`src/rtl/gate_net_pkg.sv`:
```
// rtl/gate_net_pkg.sv - shared types, defaults and network reference for the gate net sequencer
package gate_net_pkg;

    typedef enum logic [2:0] {
        ST_IDLE,
        ST_APPLY,
        ST_SETTLE,
        ST_SAMPLE,
        ST_DONE
    } state_t;

    localparam int DEF_SETTLE_CYCLES = 8;
    localparam int DEF_NUM_VEC       = 16;

    // abcd bit3=a, bit2=b, bit1=c, bit0=d
    function automatic logic net_expected(input logic [3:0] abcd);
        return (abcd[3] & abcd[2]) ^ (abcd[1] | abcd[0]);
    endfunction

endpackage

```
`src/rtl/gate_net_sequencer_if.sv`:
```
// rtl/gate_net_sequencer_if.sv - control, network drive and result bundle of the sequencer
interface gate_net_sequencer_if;
    logic       start;
    logic       abort;
    logic       z_in;
    logic [3:0] abcd_out;
    logic       busy;
    logic       done;
    logic       pass;
    logic [4:0] err_count;
    logic       fail_valid;
    logic [3:0] fail_vec;

    modport master (
        output start, abort, z_in,
        input  abcd_out, busy, done, pass, err_count, fail_valid, fail_vec
    );

    modport slave (
        input  start, abort, z_in,
        output abcd_out, busy, done, pass, err_count, fail_valid, fail_vec
    );
endinterface

```
`src/rtl/settle_timer.sv`:
```
// rtl/settle_timer.sv - loadable 8-bit down-counter with zero flag
module settle_timer (
    input  logic       clk,
    input  logic       rst_n,
    input  logic       load,
    input  logic [7:0] load_val,
    input  logic       dec,
    output logic       zero
);

    logic [7:0] count;

    always_ff @(posedge clk or negedge rst_n) begin
        if (!rst_n) begin
            count <= '0;
        end else if (load) begin
            count <= load_val;
        end else if (dec && count != 8'd0) begin
            count <= count - 8'd1;
        end
    end

    assign zero = (count == 8'd0);

endmodule

```
`src/rtl/gate_net_sequencer.sv`:
```
// rtl/gate_net_sequencer.sv - walks all input vectors through a gate network and scores its output
module gate_net_sequencer
    import gate_net_pkg::*;
#(
    parameter int SETTLE_CYCLES = DEF_SETTLE_CYCLES,
    parameter int NUM_VEC       = DEF_NUM_VEC
) (
    input logic                  clk,
    input logic                  rst_n,
    gate_net_sequencer_if.slave  bus
);

    localparam logic [7:0] SETTLE_LOAD = 8'(SETTLE_CYCLES - 1);
    localparam logic [3:0] LAST_VEC    = 4'(NUM_VEC - 1);

    state_t     state, state_next;
    logic [3:0] vec_idx;
    logic [3:0] abcd_q;
    logic [4:0] err_q, err_next;
    logic       fail_valid_q;
    logic [3:0] fail_vec_q;
    logic       pass_q;
    logic       done_q;
    logic       tmr_load, tmr_dec, tmr_zero;
    logic [7:0] tmr_load_val;
    logic       mismatch, last_vec;

    settle_timer u_settle_timer (
        .clk      (clk),
        .rst_n    (rst_n),
        .load     (tmr_load),
        .load_val (tmr_load_val),
        .dec      (tmr_dec),
        .zero     (tmr_zero)
    );

    assign mismatch = (state == ST_SAMPLE) && (bus.z_in != net_expected(abcd_q));
    assign last_vec = (vec_idx == LAST_VEC);
    assign err_next = (mismatch && err_q != 5'd31) ? err_q + 5'd1 : err_q;

    always_ff @(posedge clk or negedge rst_n) begin
        if (!rst_n) begin
            state <= ST_IDLE;
        end else begin
            state <= state_next;
        end
    end

    always_comb begin
        state_next   = state;
        tmr_load     = 1'b0;
        tmr_load_val = SETTLE_LOAD;
        tmr_dec      = 1'b0;
        if (bus.abort) begin
            // parking the timer at zero keeps an aborted run from leaking into the next
            state_next   = ST_IDLE;
            tmr_load     = 1'b1;
            tmr_load_val = '0;
        end else begin
            unique case (state)
                ST_IDLE, ST_DONE: if (bus.start) state_next = ST_APPLY;
                ST_APPLY: begin
                    state_next = ST_SETTLE;
                    tmr_load   = 1'b1;
                end
                ST_SETTLE: begin
                    if (tmr_zero) state_next = ST_SAMPLE;
                    else          tmr_dec    = 1'b1;
                end
                ST_SAMPLE: state_next = last_vec ? ST_DONE : ST_APPLY;
                default:   state_next = ST_IDLE;
            endcase
        end
    end

    always_ff @(posedge clk or negedge rst_n) begin
        if (!rst_n) begin
            vec_idx      <= '0;
            abcd_q       <= '0;
            err_q        <= '0;
            fail_valid_q <= 1'b0;
            fail_vec_q   <= '0;
            pass_q       <= 1'b0;
            done_q       <= 1'b0;
        end else begin
            done_q <= 1'b0;
            if (bus.abort) begin
                abcd_q <= '0;
            end else begin
                unique case (state)
                    ST_IDLE, ST_DONE: begin
                        if (bus.start) begin
                            vec_idx      <= '0;
                            err_q        <= '0;
                            fail_valid_q <= 1'b0;
                            fail_vec_q   <= '0;
                            pass_q       <= 1'b0;
                        end
                    end
                    ST_APPLY: abcd_q <= vec_idx;
                    ST_SAMPLE: begin
                        err_q <= err_next;
                        if (mismatch && !fail_valid_q) begin
                            fail_vec_q   <= vec_idx;
                            fail_valid_q <= 1'b1;
                        end
                        // pass sees this sample's mismatch through err_next
                        if (last_vec) begin
                            done_q <= 1'b1;
                            pass_q <= (err_next == 5'd0);
                        end else begin
                            vec_idx <= vec_idx + 4'd1;
                        end
                    end
                    default: ;
                endcase
            end
        end
    end

    assign bus.abcd_out   = abcd_q;
    assign bus.busy       = (state == ST_APPLY) || (state == ST_SETTLE) || (state == ST_SAMPLE);
    assign bus.done       = done_q;
    assign bus.pass       = pass_q;
    assign bus.err_count  = err_q;
    assign bus.fail_valid = fail_valid_q;
    assign bus.fail_vec   = fail_vec_q;

endmodule

```
`src/flat_wrapper.sv`:
```
// flat-port wrapper written by rule: the top's interface ports become plain ports
module gate_net_sequencer_flat import gate_net_pkg::*;
#(
    parameter int SETTLE_CYCLES = DEF_SETTLE_CYCLES,
    parameter int NUM_VEC       = DEF_NUM_VEC
)
  (clk, rst_n, bus_start, bus_abort, bus_z_in, bus_abcd_out, bus_busy, bus_done, bus_pass, bus_err_count, bus_fail_valid, bus_fail_vec);
  gate_net_sequencer_if bus_i ();
  input logic clk;
  input logic rst_n;
  input wire logic [$bits(bus_i.start)-1:0] bus_start;
  input wire logic [$bits(bus_i.abort)-1:0] bus_abort;
  input wire logic [$bits(bus_i.z_in)-1:0] bus_z_in;
  output wire logic [$bits(bus_i.abcd_out)-1:0] bus_abcd_out;
  output wire logic [$bits(bus_i.busy)-1:0] bus_busy;
  output wire logic [$bits(bus_i.done)-1:0] bus_done;
  output wire logic [$bits(bus_i.pass)-1:0] bus_pass;
  output wire logic [$bits(bus_i.err_count)-1:0] bus_err_count;
  output wire logic [$bits(bus_i.fail_valid)-1:0] bus_fail_valid;
  output wire logic [$bits(bus_i.fail_vec)-1:0] bus_fail_vec;
  assign bus_i.start = bus_start;
  assign bus_i.abort = bus_abort;
  assign bus_i.z_in = bus_z_in;
  assign bus_abcd_out = bus_i.abcd_out;
  assign bus_busy = bus_i.busy;
  assign bus_done = bus_i.done;
  assign bus_pass = bus_i.pass;
  assign bus_err_count = bus_i.err_count;
  assign bus_fail_valid = bus_i.fail_valid;
  assign bus_fail_vec = bus_i.fail_vec;
  gate_net_sequencer #(.SETTLE_CYCLES(SETTLE_CYCLES), .NUM_VEC(NUM_VEC)) u_core (.clk(clk), .rst_n(rst_n), .bus(bus_i));
endmodule
```
`config.mk`:
```
export PLATFORM = sky130hd
export DESIGN_NAME = gate_net_sequencer_flat
export DESIGN_NICKNAME = d
export VERILOG_FILES = /design/src/rtl/gate_net_pkg.sv /design/src/rtl/gate_net_sequencer_if.sv /design/src/rtl/settle_timer.sv /design/src/rtl/gate_net_sequencer.sv /design/src/flat_wrapper.sv
export SDC_FILE = /design/constraint.sdc
export NUM_CORES = 1
export LEC_CHECK = 0
export ABC_AREA = 1
export CORE_ASPECT_RATIO = 1.25
export CORE_MARGIN = 3
export CORE_UTILIZATION = 35
export DETAILED_ROUTE_END_ITERATION = 7
export GPL_ROUTABILITY_DRIVEN = 0
export GPL_TIMING_DRIVEN = 0
export MAX_ROUTING_LAYER = met4
export PLACE_DENSITY_LB_ADDON = 0.08
export SETUP_SLACK_MARGIN = 0.3
export SKIP_CTS_REPAIR_TIMING = 1
export SYNTH_ARGS = -nofsm -noshare
export SYNTH_HDL_FRONTEND = slang
export SYNTH_HIERARCHICAL = 1
export SYNTH_SLANG_ARGS = --single-unit
```
`constraint.sdc`:
```
create_clock -name clk -period 1.8 [get_ports clk]
set_input_delay 0.45 -clock clk [delete_from_list [all_inputs] [get_ports clk]]
set_output_delay 0.45 -clock clk [all_outputs]
set_load 0.01 [all_outputs]
```
==> results of run 1 <==
where the power goes:
group / internal [mW] / leakage (nW) / total [mW] / switching [mW]
Sequential: 0.810 / 0.407 / 0.949 / 0.139
Combinational: 0.550 / 1.14 / 1.32 / 0.767
Clock: 0.270 / 0.0412 / 0.538 / 0.268
Total: 1.63 / 1.59 / 2.80 / 1.17
critical path: stages, from the launching register on:
cell	delay, ns
dfrtp_1	0.39
inv_4	0.06
ha_4	0.16
nand2_4	0.08
nor2_4	0.05
nor4_4	0.36
o21ai_4	0.11
buf_4	0.16
nand3_1	0.06
nand3_1	0.08
cell families (layout without fill, tap and decap cells):
group	after synthesis	after routing	share of synthesized area, %
buf+inv	42	97	8.595
xor+xnor	3	3	1.399
other cells	1	5	0.1997
simple gates	133	134	33.64
fa+ha+maj	5	5	3.331
compound gates	33	33	11.53
flops	31	31	41.31
registers in the layout, summed over array words and instances (netlist names):
signal / count
u_core/bus.done: 1
u_core/vec_idx: 4
u_core/bus.fail_valid: 1
u_core/bus.pass: 1
u_core/bus.err_count: 5
u_core/u_settle_timer/count: 8
u_core/bus.fail_vec: 4
u_core/state: 3
u_core/bus.abcd_out: 4
Yosys cell counts (3+ instances only):
| master | instances | area [sq um] |
|---|---|---|
| inv_2 | 7 | 26.28 |
| nand2_4 | 3 | 33.78 |
| ha_1 | 5 | 62.56 |
| o21ai_1 | 6 | 30.03 |
| nand2_2 | 3 | 18.77 |
| nor2_1 | 16 | 60.06 |
| inv_1 | 30 | 112.6 |
| nand3_1 | 27 | 135.1 |
| nand4_1 | 6 | 37.54 |
| o21ai_0 | 13 | 65.06 |
| dfrtp_1 | 31 | 775.7 |
| nand2_1 | 68 | 255.2 |
| a21oi_1 | 3 | 15.01 |
cell type report:
type / count / area share, %
inverters: 40 / 6.309
repair buffers: 47 / 16.11
multi-input cells: 180 / 43.31
clock inverters: 2 / 0.4474
flip-flops and latches: 31 / 28.01
well taps: 62 / 2.774
clock buffers: 6 / 2.595
plain buffers: 2 / 0.4474
metal layers:
| layer | vias up | GRT usage, % |
|---|---|---|
| met5 | - | - |
| met4 | 0 | 5.128 |
| met3 | 6 | 2.985 |
| met2 | 26 | 26.34 |
| met1 | 829 | 18.34 |
| li1 | 921 | - |
worst max-delay path by stage:
stage                                               startpoint                                          to
global route        u_core/u_settle_timer/count[0]$_DFFE_PN0P_  u_core/u_settle_timer/count[2]$_DFFE_PN0P_
CTS                                u_core/state[0]$_DFFE_PN0P_                                    bus_busy
finish              u_core/u_settle_timer/count[0]$_DFFE_PN0P_  u_core/u_settle_timer/count[6]$_DFFE_PN0P_
detailed placement                                   bus_abort  u_core/u_settle_timer/count[2]$_DFFE_PN0P_
global placement                                     bus_abort  u_core/u_settle_timer/count[0]$_DFFE_PN0P_
floorplan                  u_core/bus.err_count[0]$_DFFE_PN0P_                 u_core/bus.pass$_DFFE_PN0P_
stage by stage:
step           cells  hold slack [ns]
6_report         370           0.2192
5_1_grt          370           0.2754
4_1_cts          343           0.2478
3_5_place_dp     335           0.4729
3_3_place_gp     335           0.4724
2_1_floorplan    252           0.1544
cells in the final DEF (no fill, tap or decap), drive strengths merged:
master / n
clkbuf: 8
xnor2: 1
o311a: 1
o21ai: 21
o31ai: 1
nand4: 6
nand2: 74
a22o: 1
a31oi: 1
inv: 38
o21a: 1
o22ai: 3
buf: 28
nor2: 22
xor2: 2
dfrtp: 31
nand3: 28
conb: 5
clkinv: 2
dlymetal6s2s: 19
nor3: 3
a21oi: 4
ha: 5
clkinvlp: 2
nor4: 1
==> qor.csv, run 1 <==
metric,value,unit
run_status,completed,
yosys.cell_types.count,37,
fin_area,2796,sq um
ios,22,
dr_wl_met3,160,um
via_count,1782,
r2r_cells,9,
synthFlopType,dfrtp_1,
skew,0.008849,ns
p_leak,1.586,nW
power,2.804,mW
wire_per_inst,12.86,um
tritoncts,built,
regArea,783.3,sq um
cts_max_path_buffers,2,
hold_viol_final,0,
grt_pass1_vias,1623,
antenna_cells,0,
pre_cts_ws,-0.4489,ns
dpl.hpwl,3214,um
synth-seq-area-share,41.31,%
min_period,1.641,ns
synth-edff-count,0,
die_y,87.90,um
synth_area,1878,sq um
cts.clk_slew.worst_paths,0.07,ns
grt_pass1_wl,7493,um
drt_iter0_markers,66,
core,5116,sq um
antenna_found_initial,0,
ant_nets,0,
max_cap_violations,0,
wl_met1,2015,um
gr-total-overflow,0,
die_w,71.52,um
end_kind,flip-flop,
routed-wl-met2,2531,um
route.detailed.drc,0,
n_fill_cell,494,
slew_viol_final,0,
htree_levels,2,
finalSetupTns,0,ns
numClockSinks,31,
worst_slew_pin_slew,0.7371,ns
port_buffers,21,
nNetsFinal,317,
top_layer,met4,
hold_class,primary input to async pin,
drive_above_1_share,37.99,%
multi_input_area,1211,sq um
placementRows,29,
async_flop_share,100.0,%
timing.slew.headroom,50.86,%
rsz0062_at_grt,true,
synth_seq_cells,31,
critPathArrivalTime,1.80,ns
critical_path_class,flip-flop to flip-flop,
cts-root-buf,clkbuf_8,
worstPathRequired,1.96,ns
fin_util,54.66,%
clock.fmax,609.2,MHz
grt_use_total,15.50,%
die-area,6287,sq um
drt_first_pass_iters,4,
synth_cells,248,
wl,4759,um
ir_drop,0.0005826,V
cts_buffers,5,
r2r_slack,0.16,ns
place_area,2240,sq um
area_growth,48.90,%
initial_utilization,36.71,%
grt_max_degree,32,
setup_viol,0,
crit_fanout,3,
period_share,91.19,%
ys_warn_count,6,
r2r-end,u_core/u_settle_timer/count[6]$_DFFE_PN0P_,
fin_ws,0.1586,ns
vias_per_cell,4.816,
powerDensity,1003,nW/um^2
syn_avg_cell_area,7.573,sq um
rr_startpoint,u_core/u_settle_timer/count[0]$_DFFE_PN0P_,
worstSkewPairLatency,0.28,ns
critPathLaunchType,flip-flop,
No activity file was read; power rests on OpenSTA's default activity.
==> run 2, diff against run 1 <==
--- a/config.mk
+++ b/config.mk
@@ -7,11 +7,11 @@
 export LEC_CHECK = 0
 export ABC_AREA = 1
 export CORE_ASPECT_RATIO = 1.25
-export CORE_MARGIN = 3
 export CORE_UTILIZATION = 35
 export DETAILED_ROUTE_END_ITERATION = 7
 export GPL_ROUTABILITY_DRIVEN = 0
 export GPL_TIMING_DRIVEN = 0
+export HOLD_SLACK_MARGIN = 0.1
 export MAX_ROUTING_LAYER = met4
 export PLACE_DENSITY_LB_ADDON = 0.08
 export SETUP_SLACK_MARGIN = 0.3
==> run 2 against run 1 <==
  * Clock-buffer cell count is the same
  * Global-route usage is 1.6 points higher
  * Die area is 9.9% lower
  * First-iteration DRC count is 48% lower
  * Cell area shrank 0.31%
  * Clock skew increased by 0.0047 ns
  * Routed wire length is 2.8% lower
  * Critical path depth rose by 1
  * Sequential cell count is the same
  * Via count stayed put
  * Total power up 0.46%
  * Critical path type unchanged
  * Largest cell class unchanged
  * Highest routed layer unchanged
==> qor.csv, run 2 (same netlist as run 1, synthesis figures left out) <==
metric,value,unit,change
run_status,completed,,unchanged
drt_first_pass_iters,4,,unchanged
port_buffers,21,,unchanged
power,2.817,mW,was 2.804 mW
critPathSlowestCell,dfrtp_1,,unchanged
critPathArrivalTime,1.82,ns,was 1.80 ns
die_w,67.52,um,was 71.52 um
fin_area,2788,sq um,was 2796 sq um
crit_fanout,8,,was 3
ant_nets,0,,unchanged
pre_cts_ws,-0.4552,ns,was -0.4489 ns
grt_pass1_vias,1674,,"was 1,623"
cts.clk_slew.worst_paths,0.08,ns,was 0.07 ns
fin_ws,0.1671,ns,was 0.1586 ns
worstPathRequired,1.99,ns,was 1.96 ns
max_cap_violations,0,,unchanged
cts_max_path_buffers,2,,unchanged
hold_viol_final,0,,unchanged
r2r_cells,10,,was 9
dpl.hpwl,3148,um,was 3214 um
worstPathCellList,inv_4 > ha_4 > nand2_4 > nor2_4 > nor4_4 > o21ai_4 > nand2_4 > clkinv_4 > nand2_2 > nand2_1,,was inv_4 > ha_4 > nand2_4 > nor2_4 > nor4_4 > o21ai_4 > buf_4 > nand3_1 > nand3_1
timing.slew.headroom,52.30,%,was 50.86%
core,5116,sq um,unchanged
final_cell_mix,"49 x nand2_1, 24 x dfrtp_1, 23 x buf_4, 23 x inv_1, 22 x nand3_1",,"was 49 x nand2_1, 25 x dfrtp_1, 25 x buf_4, 22 x inv_1, 22 x nand3_1"
rsz0062_at_grt,true,,unchanged
gr-total-overflow,0,,unchanged
n_fill_cell,498,,was 494
vias_per_cell,4.816,,unchanged
worstSkewPairLatency,0.29,ns,was 0.28 ns
setup_viol,0,,unchanged
skew,0.01351,ns,was 0.008849 ns
r2r_slack,0.17,ns,was 0.16 ns
final_common_cell,nand2_1,,unchanged
grt_pass1_wl,7272,um,was 7493 um
drive_above_1_share,38.31,%,was 37.99%
top_register,u_core/u_settle_timer/count,,unchanged
antenna_found_initial,0,,unchanged
critPathLaunchType,flip-flop,,unchanged
fin_util,54.49,%,was 54.66%
p_leak,1.583,nW,was 1.586 nW
placementRows,29,,unchanged
slew_viol_final,0,,unchanged
largest_reg_flops,8,,unchanged
die_y,83.90,um,was 87.90 um
nNetsFinal,317,,unchanged
route.detailed.drc,0,,unchanged
initial_utilization,36.71,%,unchanged
area_growth,48.43,%,was 48.90%
ios,22,,unchanged
antenna_cells,0,,unchanged
rr_startpoint,u_core/u_settle_timer/count[0]$_DFFE_PN0P_,,unchanged
ir_drop,0.0005093,V,was 0.0005826 V
die-area,5665,sq um,was 6287 sq um
wire_per_inst,12.51,um,was 12.86 um
hold_class,primary input to async pin,,unchanged
grt_use_total,17.14,%,was 15.50%
critical_path_class,flip-flop to flip-flop,,unchanged
cp_slowest_stage_delay,0.39,ns,about the same
clock.fmax,612.4,MHz,was 609.2 MHz
min_period,1.633,ns,was 1.641 ns
tritoncts,built,,unchanged
cts_buffers,5,,unchanged
cts-root-buf,clkbuf_8,,unchanged
wl,4627,um,was 4759 um
powerDensity,1011,nW/um^2,was 1003 nW/um^2
end_kind,flip-flop,,unchanged
grt_max_degree,32,,unchanged
r2r-end,u_core/u_settle_timer/count[4]$_DFFE_PN0P_,,was u_core/u_settle_timer/count[6]$_DFFE_PN0P_
htree_levels,2,,unchanged
worst_slew_pin_slew,0.7155,ns,was 0.7371 ns
dp_cells,335,,unchanged
place_area,2240,sq um,unchanged
final_cells,370,,unchanged
drt_iter0_markers,34,,was 66
via_count,1782,,unchanged
critical_path.most_common_cell,nand2_4,,was nand3_1
numClockSinks,31,,unchanged
period_share,90.72,%,was 91.19%
[run 2: cell count changes in the layout (fill, tap and decap cells not counted), sizes merged]
| cell | change |
|---|---|
| nor2 | -1 |
| buf | +2 |
| dlymetal6s2s | -1 |
| clkdlybuf4s50 | +1 |
| clkbuf | -1 |
| inv | -1 |
| clkinv | +1 |
[run 2: power by group]
group          internal [mW]  leakage, nW  switching (mW)  total, mW
logic                  0.556         1.14           0.754       1.31
clock network          0.270       0.0412           0.276      0.546
registers              0.811        0.406           0.150      0.961
total                   1.64         1.58            1.18       2.82
[run 2: worst max-delay path by stage]
stage	depth (start not counted)	slack (ns)	end	from
after floorplan	10	0.30	u_core/bus.pass$_DFFE_PN0P_	u_core/bus.err_count[0]$_DFFE_PN0P_
after global placement	8	-0.45	u_core/u_settle_timer/count[0]$_DFFE_PN0P_	bus_abort
after detailed placement	8	-0.46	u_core/u_settle_timer/count[1]$_DFFE_PN0P_	bus_abort
after CTS	3	-0.15	bus_busy	u_core/state[0]$_DFFE_PN0P_
after global routing	10	0.07	u_core/u_settle_timer/count[2]$_DFFE_PN0P_	u_core/u_settle_timer/count[1]$_DFFE_PN0P_
final	10	0.17	u_core/u_settle_timer/count[4]$_DFFE_PN0P_	u_core/u_settle_timer/count[0]$_DFFE_PN0P_
[run 2: layout make-up]
type / count / area [sq um] / area share (%)
Sequential cell: 31 / 784.5 / 28.14
Buffer: 2 / 15.01 / 0.5386
Clock inverter: 2 / 12.51 / 0.4488
Clock buffer: 6 / 72.57 / 2.603
Multi-Input combinational cell: 179 / 1176 / 42.19
Timing Repair Buffer: 48 / 475.5 / 17.06
Tap cell: 62 / 77.57 / 2.783
Inverter: 40 / 173.9 / 6.239
[run 2: metal layers]
metal	vias up	GRT usage (%)	wire (um)
li1	911	-	-
met1	836	19.81	1960
met2	28	28.17	2456
met3	7	3.689	143
met4	0	6.383	65
met5	-	-	0
[run 2: worst max-delay path: cells and delay by family, from the launching register on]
kind	cells	cell delay, ns
flip-flops	1	0.39
AO/OA/AOI/OAI	1	0.14
AND/OR/NAND/NOR	6	0.70
buffers and inverters	2	0.14
adder cells (fa/ha/maj)	1	0.16
[run 2: metrics by stage]
| stage | hold WS [ns] | TNS [ns] |
|---|---|---|
| global route | 0.2718 | 0 |
| global placement | 0.4719 | -17.58 |
| finish | 0.2153 | 0 |
| detailed placement | 0.4726 | -5.728 |
| CTS | 0.2424 | -1.025 |
| floorplan | 0.1544 | 0 |
